`config.mk`:
```
export PLATFORM = sky130hd
export DESIGN_NAME = hwrandom_port_scheduler
export DESIGN_NICKNAME = d
export VERILOG_FILES = /design/src/rtl/hwrandom_port_scheduler.sv
export SDC_FILE = /design/constraint.sdc
export NUM_CORES = 1
export LEC_CHECK = 0
export ABC_AREA = 1
export BUFFER_PORTS_ARGS = -buffer_cell sky130_fd_sc_hd__buf_2
export CAP_MARGIN = 30
export CORE_ASPECT_RATIO = 0.9
export CORE_MARGIN = 5
export CORE_UTILIZATION = 55
export CTS_CLUSTER_DIAMETER = 30
export DETAILED_ROUTE_END_ITERATION = 8
export GPL_TIMING_DRIVEN = 0
export PLACE_DENSITY = 0.74
export SLEW_MARGIN = 0
export SYNTH_ARGS = -nofsm -noshare
export SYNTH_HDL_FRONTEND = slang
export SYNTH_SLANG_ARGS = --single-unit
```
`constraint.sdc`:
```
create_clock -name clk -period 7.05 [get_ports clk]
set_input_delay 1.0575 -clock clk [delete_from_list [all_inputs] [get_ports clk]]
set_output_delay 1.0575 -clock clk [all_outputs]
set_load 0.005 [all_outputs]
```
`src/rtl/hwrandom_port_scheduler.sv`:
```
// hwrandom_port_scheduler
// Buffers random bytes in a small FIFO and hands them out round-robin to the
// UART transmitters that are both enabled and idle. Entropy is never stalled:
// bytes arriving on a full FIFO are dropped and counted.
module hwrandom_port_scheduler #(
  parameter int NUM_PORTS  = 4,
  parameter int FIFO_DEPTH = 8
) (
  input  logic                          clk,
  input  logic                          reset,
  input  logic [7:0]                    in_byte,
  input  logic                          in_valid,
  input  logic [NUM_PORTS-1:0]          port_enable,
  input  logic [NUM_PORTS-1:0]          tx_ready,
  output logic [NUM_PORTS-1:0]          tx_start,
  output logic [7:0]                    tx_byte,
  output logic [$clog2(FIFO_DEPTH):0]   fifo_count,
  output logic [15:0]                   drop_count
);

  localparam int PW = $clog2(FIFO_DEPTH);
  localparam int GW = (NUM_PORTS > 1) ? $clog2(NUM_PORTS) : 1;
  localparam logic [PW:0]   DEPTH     = (PW+1)'(FIFO_DEPTH);
  localparam logic [GW-1:0] LAST_PORT = GW'(NUM_PORTS - 1);

  localparam logic [1:0] S_IDLE  = 2'd0;
  localparam logic [1:0] S_ISSUE = 2'd1;
  localparam logic [1:0] S_GAP   = 2'd2;

  logic [7:0]           mem [FIFO_DEPTH];
  logic [PW-1:0]        wr_ptr;
  logic [PW-1:0]        rd_ptr;
  logic [1:0]           state;
  logic [GW-1:0]        last_grant;

  logic                 fifo_full;
  logic                 push;
  logic                 drop;
  logic                 pop;
  logic [NUM_PORTS-1:0] elig;
  logic [GW-1:0]        grant_idx;
  logic [GW-1:0]        cand;
  logic                 grant_found;
  logic [NUM_PORTS-1:0] grant_oh;

  assign fifo_full = (fifo_count == DEPTH);
  assign push      = in_valid & ~fifo_full;
  assign drop      = in_valid & fifo_full;
  assign elig      = tx_ready & port_enable;
  assign pop       = (state == S_IDLE) && (fifo_count != '0) && grant_found;

  // Round-robin search starting one past the last granted port.
  always_comb begin
    grant_idx   = '0;
    grant_found = 1'b0;
    cand        = '0;
    for (int unsigned i = 1; i <= NUM_PORTS; i++) begin
      cand = GW'((32'(last_grant) + i) % NUM_PORTS);
      if (!grant_found && elig[cand]) begin
        grant_found = 1'b1;
        grant_idx   = cand;
      end
    end
  end

  // One-hot form of the winning port.
  always_comb begin
    grant_oh            = '0;
    grant_oh[grant_idx] = 1'b1;
  end

  // FIFO storage; contents need no reset since pointers define validity.
  always_ff @(posedge clk) begin
    if (push) mem[wr_ptr] <= in_byte;
  end

  // FIFO pointers, occupancy and saturating drop counter.
  always_ff @(posedge clk or negedge reset) begin
    if (!reset) begin
      wr_ptr     <= '0;
      rd_ptr     <= '0;
      fifo_count <= '0;
      drop_count <= '0;
    end else begin
      if (push) wr_ptr <= wr_ptr + 1'b1;
      if (pop)  rd_ptr <= rd_ptr + 1'b1;
      case ({push, pop})
        2'b10:   fifo_count <= fifo_count + 1'b1;
        2'b01:   fifo_count <= fifo_count - 1'b1;
        default: ;
      endcase
      if (drop && (drop_count != '1)) drop_count <= drop_count + 1'b1;
    end
  end

  // Grant FSM: IDLE picks a port and pops, ISSUE pulses, GAP lets tx_ready fall.
  // tx_start is loaded on the IDLE->ISSUE edge so the pulse is registered yet
  // still lines up exactly with the ISSUE cycle.
  always_ff @(posedge clk or negedge reset) begin
    if (!reset) begin
      state      <= S_IDLE;
      last_grant <= LAST_PORT;
      tx_start   <= '0;
      tx_byte    <= '0;
    end else begin
      tx_start <= '0;
      case (state)
        S_IDLE: begin
          if (pop) begin
            tx_byte    <= mem[rd_ptr];
            last_grant <= grant_idx;
            tx_start   <= grant_oh;
            state      <= S_ISSUE;
          end
        end
        S_ISSUE: state <= S_GAP;
        S_GAP:   state <= S_IDLE;
        default: state <= S_IDLE;
      endcase
    end
  end

endmodule

```
==> flow_metrics.tcl, run 1 <==
set metrics [dict create \
    critPathLaunchType "primary input" \
    yosysWarnings 0 \
    core_area_um2 8570 \
    io_buffers 50 \
    cts_resized 0 \
    status "finished, final reports clean" \
    crit_chain "buf_2, nand2_1, nand2_1, nand2_1, nand2_1, nand2_1, nand2_1, nor2_2, nor2_4, ha_1, nand2_1, inv_1, nor2_1, ha_1, a21oi_1, xnor2_1, o21ai_0" \
    clkTransAtPathRegs_ns 0.10 \
    cp_max_fo 10 \
    power_density_nw_per_um2 410 \
    cp.buffers_inverters 2 \
    initial_core_util 0.562 \
    drc 0 \
    cpPeakStageDelay_ns 0.27 \
    drive_gt1_frac 0.158 \
    clk_latency_ns 0.38 \
    stdcell_area_um2 5440 \
    syn-cell-area_um2 4820 \
    finClkSkew_ns 0.0161 \
    nets 576 \
    hpwl_um 7100 \
    cts_buffer_depth 2 \
    synth.distinct_cells 32 \
    whs_ns 0.431 \
    drtAntennaViolNets 0 \
    finalSetupViolCount 0 \
    antenna_found_initial 0 \
    drv_cap 0 \
    viasPerCell 5.30 \
    tightest_slew_ns 0.974 \
    finalNonFillerCells 675 \
    wl_per_cell_um 15.2 \
    cpMostUsedCell "nand2_1" \
    fin_crit_ns 2.66 \
    slowest_stage "ha_1" \
    die-area_um2 10700 \
    wirelength_um 10300 \
    ys.flop_type "edfxtp_1" \
    max-vdd-ir-drop_uv 178 \
    vias 3580 \
    hold_violations 0 \
    drt_iter0_drc 224 \
    holdBufCountCts 0 \
    track_usage 0.203 \
    dr.pass1.iters 5 \
    die_h_um 98.8 \
    grt_pass1_wl_um 16700 \
    globalplace.congestion 0.871 \
    htreeDepth 3 \
    syn_nets 514 \
    post_synth_inst_count 489 \
    maxSlewViolCount 0 \
    final.setup.tns_ns 0 \
    overflow 0 \
    synth_edf_count 64 \
    syn_to_final_growth_pct 12.9 \
    cts_made_buffers 9 \
    placedInstanceArea_um2 5220 \
    crit_path_end_kind "register" \
    antenna_cells 0 \
    clockRootBuffer "clkbuf_8" \
    max_clock_freq_ghz 0.375 \
    cp.required_ns 7.30 \
    dp.cells 658 \
    grt_pass1_vias 3482 \
    hold_class "reg -> reg" \
    period_share 0.378 \
    num_rows 32 \
    synth_seq_cells 106 \
    slew-limit-headroom 0.348 \
    critPathTopFamily "simple AND/OR/NAND/NOR gates" \
    ys_seq_area_frac 0.618 \
    io_pins 51 \
    async_flop_share 0.396 \
    rsz0062_at_grt "false" \
    grt_max_degree 43 \
    path_class "in -> reg" \
    avgSynthCellArea_um2 9.85 \
    post_cts_buffers 0 \
    leakage_nw 2.35 \
    cts_num_sinks 106 \
    worstPathArrival_ns 2.92 \
    die-width_um 109 \
    cts_tree "yes" \
]
[per-stage QoR]
stage          utilization  setup slack, ns  power [W]
5_1_grt              0.635             4.14    0.00241
3_3_place_gp         0.609             4.10    0.00182
3_5_place_dp         0.609             4.00    0.00186
6_report             0.635             4.39    0.00223
4_1_cts              0.632             4.38    0.00224
2_1_floorplan            -             4.34    0.00157
[kinds of logic (layout without fill, tap and decap cells)]
group | count (synthesis) | in the layout | synth area share
muxes | 1 | 1 | 0.00234
AOI/OAI and AO/OA | 68 | 68 | 0.0797
DFF | 106 | 106 | 0.618
xor gates and xnor gates | 22 | 22 | 0.0400
buffers and inverters | 40 | 107 | 0.0369
and+or+nand+nor | 246 | 246 | 0.208
adders and majority gates | 6 | 6 | 0.0156
[area by class of cell]
class,count,area [µm²]
fill,721,3130
sequential,106,2980
multi-input combinational,343,1660
timing repair buffer,51,270
tap,119,149
clock buffer,9,124
inverter,24,90.1
buffer,16,87.6
clock inverter,7,78.8
[per-layer routing]
layer / wire length (µm) / part of all wire / GRT usage
met4: 121 / 0.012 / 0.0602
met3: 578 / 0.056 / 0.0406
met5: 0 / 0 / 0
met2: 5170 / 0.50 / 0.354
met1: 4400 / 0.43 / 0.254
[synthesized netlist by cell type (2+ instances only)]
cell type | n | area share
dfstp_2 | 2 | 0.011
xor2_1 | 13 | 0.024
nand4_1 | 4 | 0.0052
nand2_1 | 121 | 0.094
o22ai_1 | 2 | 0.0026
buf_2 | 4 | 0.0042
dfrtp_1 | 40 | 0.21
o211ai_1 | 14 | 0.022
a21oi_1 | 2 | 0.0021
clkbuf_1 | 9 | 0.0070
nand3_1 | 22 | 0.023
xnor2_1 | 9 | 0.016
nor2_2 | 2 | 0.0026
o21ai_0 | 47 | 0.049
nand2_2 | 3 | 0.0039
ha_1 | 6 | 0.016
inv_1 | 23 | 0.018
edfxtp_1 | 64 | 0.40
nor3_1 | 3 | 0.0031
nor2_1 | 87 | 0.068
[power by group]
| part | internal [W] | switching [W] |
|---|---|---|
| logic | 0.000340 | 0.000614 |
| clock network | 0.000144 | 0.000231 |
| registers | 0.000815 | 0.0000876 |
[final timing paths]
kind	start	end	slack [ns]	cells after the start
worst max-delay path	tx_ready[0]	fifo_count[2]$_DFFE_PN0P_	4.39	17
max in group asynchronous	reset	last_grant[1]$_DFFE_PN1P_	5.96	2
min in group asynchronous	reset	state[1]$_DFFE_PN0P_	0.56	1
worst min register to register	state[1]$_DFFE_PN0P_	state[1]$_DFFE_PN0P_	0.43	1
worst min-delay path	state[1]$_DFFE_PN0P_	state[1]$_DFFE_PN0P_	0.43	1
worst max register to register	last_grant[0]$_DFFE_PN1P_	fifo_count[2]$_DFFE_PN0P_	4.48	17
[sequential cells by signal (all words and copies together) (netlist names)]
register / count
drop_count: 16
fifo_count: 4
last_grant: 2
mem: 64
rd_ptr: 3
state: 2
tx_byte: 8
tx_start: 4
wr_ptr: 3
[worst reg2reg max path, stage by stage (launching register included)]
cell and delay (ns):
dfstp_2 0.57, inv_1 0.06, buf_6 0.14, nand2_1 0.07, nand2_2 0.08, nand2_1 0.07
nand2_1 0.08, nand2_1 0.09, nor2_2 0.06, nor2_4 0.21, ha_1 0.27, nand2_1 0.07
inv_1 0.08, nor2_1 0.06, ha_1 0.18, a21oi_1 0.15, xnor2_1 0.14, o21ai_0 0.10
[cell usage in the layout, fill, tap and decap left out, types with 2 or more instances in the layout]
master / synthesis / final
xor2_1: 13 / 13
o22ai_1: 2 / 2
inv_8: 0 / 4
ha_1: 6 / 6
nand3_1: 22 / 22
inv_1: 23 / 23
o211ai_1: 14 / 14
buf_2: 4 / 54
inv_6: 0 / 2
xnor2_1: 9 / 9
dfstp_2: 2 / 2
nand2_2: 3 / 3
nor2_1: 87 / 87
nand2_1: 121 / 121
clkbuf_8: 0 / 9
nor2_2: 2 / 2
clkbuf_1: 9 / 9
o21ai_0: 47 / 47
nor3_1: 3 / 3
dfrtp_1: 40 / 40
a21oi_1: 2 / 2
nand4_1: 4 / 4
edfxtp_1: 64 / 64
No activity file was read; power rests on OpenSTA's default activity.
==> run 2, diff against run 1 <==
clock period = 2.7 ns   (was 7.05 ns; I/O delays follow)
==> run 2 against run 1 <==
  * Worst setup slack worse by 4.1 ns
  * Highest routed layer unchanged
  * Via count is 0.11% lower
  * Critical path depth stayed put
  * Routed wire length hardly changed
  * Sequential power grew to 2.6 times the previous value
  * Largest cell class unchanged
  * Hold slack worse by 0.15 ns
==> flow_metrics.tcl, run 2 (synthesis results as in run 1) <==
set metrics [dict create \
    grt_util_met1 0.254 \
    drv_cap 0 \
    gr-usage-met2 0.354 \
    cts_buffer_depth 2 \
    vias 3576 \
    power_density_nw_per_um2 1070 \
    hpwl_um 7100 \
    worstPathArrival_ns 2.70 \
    grt_pass1_vias 3482 \
    core_area_um2 8570 \
    top_register "mem" \
    finalSetupViolCount 0 \
    num_rows 32 \
    path_class "reg -> reg" \
    track_usage 0.203 \
    cts_tree "yes" \
    grt_max_degree 43 \
    multi_input_area_um2 1670 \
    globalplace.congestion 0.871 \
    grt_pass1_wl_um 16700 \
    hold_violations 0 \
    slew-limit-headroom 0.343 \
    fin_crit_ns 2.45 \
    die-width_um 109 \
    dr.pass1.iters 5 \
    drc 0 \
    cts_made_buffers 9 \
    finClkSkew_ns 0.0160 \
    fill_cells 719 \
    die-area_um2 10700 \
    layout_commonest_cell "nand2_1" \
    leakage_nw 2.36 \
    nets 579 \
    cp_max_fo 10 \
    viasPerCell 5.27 \
    wirelength_um 10300 \
    final.setup.tns_ns 0 \
    clk_latency_ns 0.38 \
    hold_class "in -> reg" \
    tightest_slew_ns 0.982 \
    clkTransAtPathRegs_ns 0.11 \
    io_buffers 50 \
    drt_iter0_drc 252 \
    status "finished, final reports clean" \
    cts_num_sinks 106 \
    final_cell_mix "nand2_1 (121), nor2_1 (87), edfxtp_1 (64), buf_2 (54), o21ai_0 (47)" \
    overflow 0 \
    period_share 0.907 \
    final_core_util 0.639 \
    critPathLaunchType "register" \
    max-vdd-ir-drop_uv 470 \
    use_met3 0.0406 \
    antenna_found_initial 0 \
    reg_top3 "mem: 64 flops, drop_count: 16 flops, tx_byte: 8 flops" \
    die_h_um 98.8 \
    rsz0062_at_grt "false" \
    io_pins 51 \
    htreeDepth 3 \
    clockRootBuffer "clkbuf_8" \
    seq_area_um2 2980 \
    grt_busiest_layer "met2" \
    initial_core_util 0.562 \
    antenna_cells 0 \
    cp.required_ns 2.95 \
    max_clock_freq_ghz 0.408 \
    drtAntennaViolNets 0 \
    wl_per_cell_um 15.1 \
    whs_ns 0.285 \
    syn_to_final_growth_pct 13.6 \
    maxSlewViolCount 0 \
    crit_path_end_kind "register" \
    largest_reg_flops 64 \
    drive_gt1_frac 0.163 \
]
[run 2: cell count changes in the layout (fill, tap and decap cells not counted)]
cell / before / now
ha_1: 6 / 5
ha_2: 0 / 1
nor2_4: 1 / 2
buf_4: 1 / 3
nor2_2: 2 / 1
dlygate4sd3_1: 0 / 1
[run 2: cell type report]
class                   count  share of cell area
flip-flops and latches    106               0.544
multi-input cells         343               0.306
repair buffers             54              0.0540
well taps                 119              0.0272
clock buffers               9              0.0226
inverters                  24              0.0165
plain buffers              16              0.0160
clock inverters             7              0.0144
[run 2: path summary, 6_finish.rpt]
check | startpoint | end | slack (ns) | cells after the start
min | in_byte[4] | mem[1][4]$_DFFE_PP_ | 0.28 | 1
max | last_grant[0]$_DFFE_PN1P_ | fifo_count[2]$_DFFE_PN0P_ | 0.25 | 17
min reg2reg | state[1]$_DFFE_PN0P_ | state[1]$_DFFE_PN0P_ | 0.43 | 1
max reg2reg | last_grant[0]$_DFFE_PN1P_ | fifo_count[2]$_DFFE_PN0P_ | 0.25 | 17
min in group asynchronous | reset | wr_ptr[1]$_DFFE_PN0P_ | 0.43 | 2
max in group asynchronous | reset | last_grant[1]$_DFFE_PN1P_ | 1.73 | 3
[run 2: routing by layer]
layer / vias up / part of all wire / routed length [µm]
li1: 1766 / - / -
met1: 1705 / 0.44 / 4470
met2: 89 / 0.50 / 5170
met3: 16 / 0.047 / 481
met4: 0 / 0.014 / 144
met5: - / 0 / 0
[run 2: repair_timing]
item                                   CTS  global route
hold buffers                             0             1
endpoints found under the hold margin    0            10
gates resized for setup                  0             2
setup endpoints to repair                0             3
setup buffers                            0             2
[run 2: worst max-delay path: stages (launching register included)]
cell,delay [ns]
dfstp_2,0.57
inv_1,0.06
buf_6,0.14
nand2_1,0.07
nand2_2,0.08
nand2_1,0.07
nand2_1,0.08
nand2_1,0.11
nor2_4,0.06
nor2_4,0.13
ha_2,0.22
nand2_1,0.06
inv_1,0.08
nor2_1,0.06
ha_1,0.18
a21oi_1,0.15
xnor2_1,0.14
o21ai_0,0.10
[run 2: power by group]
group	leakage (nW)	total (W)	switching [W]	internal [W]
Clock	0.105	0.000983	0.000607	0.000376
Combinational	1.15	0.00254	0.00162	0.000923
Sequential	1.11	0.00236	0.000231	0.00213
[run 2: metrics by stage]
step,setup slack [ns],instances,instance area (µm²),total power [W]
after floorplan,0.438,489,4820,0.00410
after global placement,0.257,658,5220,0.00476
after detailed placement,0.152,658,5220,0.00486
after CTS,0.119,674,5420,0.00584
after global routing,0.0192,678,5470,0.00633
final,0.251,678,5470,0.00588
